File: src/rtl/scpu_control_fsm.sv
// Multicycle control sequencer for the sCPU accumulator datapath.
// Optional memory wait states are enabled by defining SCPU_CTRL_WAIT_EN.
module scpu_control_fsm #(
    parameter int ALU_OP_W = 2
) (
    input  logic                clk,
    input  logic                rst_n,
    input  logic                start,
    input  logic [7:0]          instr,
    input  logic                zero_flag,
    input  logic                mem_ready,
    output logic                ir_load,
    output logic                pc_inc,
    output logic                pc_load,
    output logic                addr_sel,
    output logic                mem_rd,
    output logic                mem_wr,
    output logic                acc_load,
    output logic                acc_src_sel,
    output logic                opnd_sel,
    output logic [ALU_OP_W-1:0] alu_op,
    output logic                halted,
    output logic                illegal
);

    typedef enum logic [2:0] {
        S_IDLE,
        S_FETCH,
        S_DECODE,
        S_EXEC,
        S_MEM,
        S_HALT
    } state_t;

    localparam logic [3:0] OP_NOP = 4'h0;
    localparam logic [3:0] OP_LDI = 4'h1;
    localparam logic [3:0] OP_ADD = 4'h2;
    localparam logic [3:0] OP_SUB = 4'h3;
    localparam logic [3:0] OP_LD  = 4'h4;
    localparam logic [3:0] OP_ST  = 4'h5;
    localparam logic [3:0] OP_AND = 4'h6;
    localparam logic [3:0] OP_JMP = 4'h7;
    localparam logic [3:0] OP_JZ  = 4'h8;
    localparam logic [3:0] OP_HLT = 4'hF;

    localparam logic [ALU_OP_W-1:0] ALU_ADD = ALU_OP_W'(0);
    localparam logic [ALU_OP_W-1:0] ALU_SUB = ALU_OP_W'(1);
    localparam logic [ALU_OP_W-1:0] ALU_AND = ALU_OP_W'(2);

    state_t     r_state;
    state_t     w_next;
    logic [3:0] w_opc;
    logic       w_ready;
    logic       w_unused;

    assign w_opc = instr[7:4];

`ifdef SCPU_CTRL_WAIT_EN
    assign w_ready  = mem_ready;
    assign w_unused = ^instr[3:0];
`else
    // Zero-wait memory: the ready port is kept but never consulted.
    assign w_ready  = 1'b1;
    assign w_unused = ^{instr[3:0], mem_ready};
`endif

    always_ff @(posedge clk or negedge rst_n) begin
        if (!rst_n) begin
            r_state <= S_IDLE;
        end else begin
            r_state <= w_next;
        end
    end

    always_comb begin
        w_next      = r_state;
        ir_load     = 1'b0;
        pc_inc      = 1'b0;
        pc_load     = 1'b0;
        addr_sel    = 1'b0;
        mem_rd      = 1'b0;
        mem_wr      = 1'b0;
        acc_load    = 1'b0;
        acc_src_sel = 1'b0;
        opnd_sel    = 1'b0;
        alu_op      = ALU_ADD;
        halted      = 1'b0;
        illegal     = 1'b0;
        unique case (r_state)
            S_IDLE: begin
                if (start) w_next = S_FETCH;
            end
            S_FETCH: begin
                mem_rd  = 1'b1;
                ir_load = w_ready;
                pc_inc  = w_ready;
                if (w_ready) w_next = S_DECODE;
            end
            S_DECODE: begin
                if (w_opc == OP_LD || w_opc == OP_ST) begin
                    w_next = S_MEM;
                end else if (w_opc == OP_HLT) begin
                    w_next = S_HALT;
                end else begin
                    w_next = S_EXEC;
                end
            end
            S_EXEC: begin
                w_next = S_FETCH;
                unique case (w_opc)
                    OP_NOP: ;
                    OP_LDI: begin
                        acc_load    = 1'b1;
                        acc_src_sel = 1'b1;
                        opnd_sel    = 1'b1;
                    end
                    OP_ADD: begin
                        acc_load = 1'b1;
                        opnd_sel = 1'b1;
                        alu_op   = ALU_ADD;
                    end
                    OP_SUB: begin
                        acc_load = 1'b1;
                        opnd_sel = 1'b1;
                        alu_op   = ALU_SUB;
                    end
                    OP_AND: begin
                        acc_load = 1'b1;
                        opnd_sel = 1'b1;
                        alu_op   = ALU_AND;
                    end
                    OP_JMP: pc_load = 1'b1;
                    OP_JZ:  pc_load = zero_flag;
                    // LD/ST/HLT never reach EXEC.
                    OP_LD, OP_ST, OP_HLT: ;
                    default: illegal = 1'b1;
                endcase
            end
            S_MEM: begin
                addr_sel = 1'b1;
                if (w_opc == OP_ST) begin
                    mem_wr = 1'b1;
                end else begin
                    mem_rd      = 1'b1;
                    acc_load    = w_ready;
                    acc_src_sel = 1'b1;
                end
                if (w_ready) w_next = S_FETCH;
            end
            S_HALT: begin
                halted = 1'b1;
            end
            default: w_next = S_IDLE;
        endcase
    end

endmodule

File: config.mk
export PLATFORM = sky130hd
export DESIGN_NAME = scpu_control_fsm
export DESIGN_NICKNAME = d
export VERILOG_FILES = /design/src/rtl/scpu_control_fsm.sv
export SDC_FILE = /design/constraint.sdc
export NUM_CORES = 1
export LEC_CHECK = 0
export ABC_CLOCK_PERIOD_IN_PS = 3300
export CAP_MARGIN = 25
export CORE_AREA = 2 2 39 41
export CTS_CLUSTER_SIZE = 24
export DETAILED_ROUTE_END_ITERATION = 10
export DIE_AREA = 0 0 41 43
export PLACE_DENSITY = 0.66
export SLEW_MARGIN = 20
export SYNTH_ARGS = -nofsm -noshare
export SYNTH_HDL_FRONTEND = slang
export SYNTH_SLANG_ARGS = --single-unit
File: constraint.sdc
create_clock -name clk -period 3.3 [get_ports clk]
set_input_delay 0.33 -clock clk [delete_from_list [all_inputs] [get_ports clk]]
set_output_delay 0.33 -clock clk [all_outputs]
set_load 0.02 [all_outputs]
==> results of run 1 <==
-- cell usage after synthesis, drive strengths merged --
| cell | n | area, µm² |
|---|---|---|
| a211oi | 1 | 7.510 |
| a21oi | 3 | 15.01 |
| a2bb2oi | 2 | 23.77 |
| a31o | 2 | 17.52 |
| and2b | 1 | 8.760 |
| and3 | 1 | 6.260 |
| and4bb | 1 | 12.51 |
| buf | 5 | 36.28 |
| dfrtp | 3 | 75.07 |
| inv | 2 | 7.510 |
| nand2 | 5 | 18.77 |
| nand3 | 1 | 5.000 |
| nand4 | 1 | 6.260 |
| nor2 | 3 | 18.77 |
| nor3 | 4 | 20.02 |
| nor3b | 3 | 22.52 |
| nor4 | 1 | 12.51 |
| nor4b | 1 | 8.760 |
| o21ai | 2 | 10.01 |
| o21bai | 2 | 15.01 |
| or3b | 1 | 8.760 |
-- cells in the final DEF (no fill, tap or decap), drive strengths merged --
cell	instances
nor4	1
a211oi	1
a21oi	3
a31o	2
nand4	1
nand2	5
nor3b	3
nor2	3
inv	2
and4bb	1
nor3	4
and3	1
nor4b	1
clkbuf	4
o21bai	2
or3b	1
dfrtp	3
clkdlybuf4s50	20
o21ai	2
nand3	1
and2b	1
a2bb2oi	2
-- logic make-up (layout without fill, tap and decap cells) --
kind of cell	count (synthesis)	count (layout)	synth area share
buffers and inverters	7	26	0.1228
AND/OR/NAND/NOR	23	23	0.4176
AO/OA/AOI/OAI	12	12	0.2491
flip-flops	3	3	0.2105
-- power breakdown --
group          switching, mW  internal (mW)  leakage (nW)
Combinational          0.110          0.106         0.155
Clock                 0.0179         0.0452        0.0150
Sequential            0.0212         0.0518        0.0373
-- path summary, 6_finish.rpt --
path	slack, ns	startpoint	end
worst max-delay path	0.80	instr[5]	acc_src_sel
worst min-delay path	0.28	rst_n	r_state[0]$_DFFE_PN0P_
worst max register to register	2.15	r_state[0]$_DFFE_PN0P_	r_state[1]$_DFFE_PN0P_
worst min register to register	0.57	r_state[1]$_DFFE_PN0P_	r_state[0]$_DFFE_PN0P_
max in group asynchronous	2.88	rst_n	r_state[2]$_DFFE_PN0P_
min in group clk	0.57	r_state[1]$_DFFE_PN0P_	r_state[0]$_DFFE_PN0P_
-- layout make-up --
cell class	count	area [µm²]
Fill cell	144	817.0
Multi-Input combinational cell	35	237.7
Timing Repair Buffer	20	200.2
Sequential cell	3	75.07
Clock buffer	4	26.28
Tap cell	16	20.02
Inverter	2	7.507
-- layer usage --
layer  wire, µm  vias to the layer above  global-route usage  part of all wire
met5          0                        -                   0                 0
met4          0                        0             0.04000                 0
met3         50                        0             0.03141             0.062
met2        385                       14              0.1438              0.48
met1        374                      190              0.1489              0.46
li1           -                      201                   -                 -
-- critical path, stage by stage --
cell	delay (ns)
clkdlybuf4s50_1	0.55
nor2_1	0.36
nand4_1	0.14
a21oi_1	0.18
clkdlybuf4s50_1	0.62
-- per-stage QoR --
stage / power, mW / util
floorplan: 0.2110 / -
global placement: 0.2883 / 0.3906
detailed placement: 0.2899 / 0.3906
CTS: 0.3555 / 0.4096
global route: 0.3820 / 0.4096
finish: 0.3526 / 0.4096
==> flow_summary.ini, run 1 <==
[run_status]
outcome = completed

[grt]
maximum_number_of_pins_on_one_net_before_global_route_repair = 11
vias_in_the_first_global_route = 326
grt_first_pass_wirelength_um = 1304
globalRouteTotalUtil = 0.1046
antenna_violations_before_repair = 0
grt_overflow_total = 0

[yosys]
netlist_instances = 45
unique_cell_type_count_in_the_yosys_netlist = 25
synth.yosys.seq_area_share = 0.2105
yosys_warnings = 0
netlist_area_um2 = 356.6
postSynthNetCount = 58
synth_area_per_cell_um2 = 7.924
yosys_register_bits = 3

[setup_path]
cp_data_required_time_ns = 2.97
cp.arrival_ns = 2.17
criticalPathCategory = in -> out
worstSetupEndpointType = output port
critical_path.max_fanout = 9
setup.worst_path.start_class = primary input
r2r_cells = 3

[placed_design]
pre_cts_ws_ns = 0.8187
place.port_buffers = 20
placedCellCount = 76
detailedPlacementHpwl_um = 624.9
placed_cell_area_um2 = 540.5
place_congestion = 0.7112

[cts]
clkSinkCount = 3
postCtsResizedCells = 0
post-cts-setup-buffer-count = 0
clk-insertion-delay-late_ns = 0.23
cts.root.buffer_cell = clkbuf_4
hold_buffers = 0
cts_htree_levels = 1
cts_tree = built
cts_max_path_buffers = 2
worst_setup_hold_path_clk_slew_ns = 0.04
tritoncts.num_buffers = 3

[floorplan]
rows = 14
design.core.area_mm2 = 0.001384
die_area_mm2 = 0.001763
io_pins = 26
floorplan.die.height_um = 43
start_util = 0.2577
die_width_um = 41

[timing]
grt_setup_unrepaired = no
final_slew_viol_count = 0
setup_tns_ns = 0
worst_slack_ns = 0.7971
post_route_hold_slack_ns = 0.2788
setup_violations = 0
max_freq_mhz = 399.5
slew_headroom = 0.7090
timing.final.crit_period_ns = 2.503
worst_clock_skew_ns = 0.002050
worst_pin_slew_ns = 0.4331
report.final.hold_viol_count = 0
layout_worst_path_cycle_share = 0.7585

[final_layout]
final_cell_area_um2 = 566.8
finalNonFillerCells = 80
n_antenna_cell = 0
reg_top3 = r_state: 3 flops
area_overhead_vs_synth_pct = 58.95
layout-drive-gt1-share = 0.1563
layout.nets = 78
largest_register = r_state
largest_register_ffs = 3

[drt]
drc_errors = 0
wire_per_inst_um = 10.13
dr.pass1.iters = 2
postRouteWirelength_um = 810
drtIter0Drc = 9
postRouteAntennaNets = 0
vias_per_cell = 5.063
via_count = 405

[job]
drv_cap = 0

[power]
ir_worst_vdd_v = 0.0001804
cellPowerDensity_mw_per_mm2 = 622.1
p_leak_nw = 0.2078

[min_path]
timing.hold.worst.class = in -> async
Power figures use the tool's default switching activity.
==> run 2: changes to the inputs <==
--- a/config.mk
+++ b/config.mk
@@ -5,13 +5,13 @@
 export SDC_FILE = /design/constraint.sdc
 export NUM_CORES = 1
 export LEC_CHECK = 0
-export ABC_CLOCK_PERIOD_IN_PS = 3300
+export ABC_CLOCK_PERIOD_IN_PS = 2300
 export CAP_MARGIN = 25
 export CORE_AREA = 2 2 39 41
 export CTS_CLUSTER_SIZE = 24
 export DETAILED_ROUTE_END_ITERATION = 10
 export DIE_AREA = 0 0 41 43
-export PLACE_DENSITY = 0.66
+export PLACE_DENSITY = 0.69
 export SLEW_MARGIN = 20
 export SYNTH_ARGS = -nofsm -noshare
 export SYNTH_HDL_FRONTEND = slang
==> constraint.sdc (replaced) <==
create_clock -name clk -period 2.3 [get_ports clk]
set_input_delay 0.23 -clock clk [delete_from_list [all_inputs] [get_ports clk]]
set_output_delay 0.23 -clock clk [all_outputs]
set_load 0.02 [all_outputs]
==> run 2 against run 1 <==
  * Critical path depth down 1
  * Hold slack lost 0.11 ns
  * Flip-flop and latch count did not move
  * First-iteration DRC count is 67% lower
  * Combinational power grew 44%
  * Cell count is 2.5% higher
  * Die area unchanged
  * Sequential power increased by 45%
  * Largest power group unchanged
==> flow_summary.ini, run 2 (synthesis gave the netlist of run 1 again) <==
[timing]
grt_setup_unrepaired = no
setup_violations = 0
worst_slack_ns = 0.09718
timing.final.crit_period_ns = 2.203
worst_pin_slew_ns = 0.3830
report.final.hold_viol_count = 0
final_slew_viol_count = 0
max_freq_mhz = 454.0
setup_tns_ns = 0
worst_clock_skew_ns = 0.004372
layout_worst_path_cycle_share = 0.9577
slew_headroom = 0.7427

[final_layout]
n_antenna_cell = 0
multiInputGateArea_um2 = 242.7
fillers = 156
area_overhead_vs_synth_pct = 65.97
final-seq-area_um2 = 75.07
largest_register_ffs = 3
layout-drive-gt1-share = 0.2121
layout.cells.most_common = clkdlybuf4s50_1
layout.nets = 80
layout_common_cells = clkdlybuf4s50_1 (18), nand2_1 (5), nor3_1 (4)
reg_top3 = r_state: 3 flops
fin_util = 0.4277
largest_register = r_state

[setup_path]
crit_end = acc_load
worst_reg2reg_path_endpoint = r_state[1]$_DFFE_PN0P_
cpLargestDelayFamily = buffers and inverters
slowest_stage = clkdlybuf4s50_1
crit_chain = or3b_4 > nor2_4 > a2bb2oi_2 > clkdlybuf4s50_1
critical_path.max_fanout = 7
cp_data_required_time_ns = 2.07
reg2reg_setup_slack_ns = 1.18
regToRegStartpoint = r_state[0]$_DFFE_PN0P_
timing.critical_path.depth = 4
critical_path_buf_inv_count = 1
cpPeakStageDelay_ns = 0.60
setup.worst_path.start_class = flip-flop
r2r_cells = 3
setup.worst_path.start = r_state[1]$_DFFE_PN0P_
worstSetupEndpointType = output port
criticalPathCategory = reg -> out
cp.arrival_ns = 1.97

[drt]
vias_per_cell = 4.866
via_count = 399
wire_per_inst_um = 10.45
drc_errors = 0
postRouteWirelength_um = 857
drtIter0Drc = 3
postRouteAntennaNets = 0
dr.pass1.iters = 4

[placed_design]
pre_cts_ws_ns = 0.08055
place.port_buffers = 20
detailedPlacementHpwl_um = 634
place_congestion = 0.7388

[floorplan]
die_width_um = 41
start_util = 0.2577
design.core.area_mm2 = 0.001384
die_area_mm2 = 0.001763
floorplan.die.height_um = 43
io_pins = 26
rows = 14

[cts]
clk-insertion-delay-late_ns = 0.24
worst_setup_hold_path_clk_slew_ns = 0.04
cts_max_path_buffers = 2
cts_htree_levels = 1
cts_tree = built
post-cts-setup-buffer-count = 0
tritoncts.num_buffers = 3
clkSinkCount = 3
cts.root.buffer_cell = clkbuf_4

[power]
ir_worst_vdd_v = 0.0003252
p_leak_nw = 0.2381
cellPowerDensity_mw_per_mm2 = 861.4

[grt]
maximum_number_of_pins_on_one_net_before_global_route_repair = 11
globalRouteTotalUtil = 0.1177
vias_in_the_first_global_route = 347
antenna_violations_before_repair = 0
grt_overflow_total = 0
grt_first_pass_wirelength_um = 1421

[min_path]
timing.hold.worst.class = in -> async

[run_status]
outcome = completed

[job]
drv_cap = 0
run 2: worst min-delay path by stage:
stage / startpoint / endpoint / slack (ns) / depth (start not counted)
after floorplan: rst_n / r_state[0]$_DFFE_PN0P_ / -0.07 / 0
after global placement: rst_n / r_state[2]$_DFFE_PN0P_ / 0.42 / 1
after detailed placement: rst_n / r_state[2]$_DFFE_PN0P_ / 0.42 / 1
after CTS: rst_n / r_state[0]$_DFFE_PN0P_ / 0.17 / 1
after global routing: rst_n / r_state[0]$_DFFE_PN0P_ / 0.17 / 1
final: rst_n / r_state[0]$_DFFE_PN0P_ / 0.17 / 1
run 2: metrics by stage:
stage	hold WS, ns	cell area (µm²)	cells	total power, mW
after floorplan	-0.06559	356.6	45	0.3028
after CTS	0.1717	584.3	82	0.5152
after global routing	0.1712	591.8	82	0.5499
final	0.1732	591.8	82	0.5098
after global placement	0.4189	555.5	78	0.4154
after detailed placement	0.4221	555.5	78	0.4149
run 2: routing by layer:
metal  part of all wire  vias up  global-route usage  wire (µm)
met5                  0        -                   0          0
met4                  0        0             0.08000          0
met3              0.068        0             0.02094         58
met2               0.50       16              0.1594        426
met1               0.43      175              0.1618        372
li1                   -      208                   -          -
run 2: power breakdown:
| part | switching (mW) | internal (mW) | total [mW] | leakage [nW] |
|---|---|---|---|---|
| logic | 0.155 | 0.156 | 0.311 | 0.186 |
| clock network | 0.0284 | 0.0651 | 0.0935 | 0.0150 |
| registers | 0.0313 | 0.0743 | 0.106 | 0.0373 |
run 2: cell type report:
type,instances,share of cell area
flip-flops and latches,3,0.1268
inverters,2,0.01268
clock buffers,4,0.04440
multi-input cells,35,0.4101
well taps,16,0.03383
repair buffers,22,0.3721
run 2: repair_timing:
| action | 4_1_cts | 5_1_grt |
|---|---|---|
| resized for setup | 1 | 3 |
| hold buffers | 0 | 0 |
| pin swaps | 0 | 0 |
| endpoints found under the setup margin | 1 | 3 |
| hold endpoints to repair | 0 | 0 |
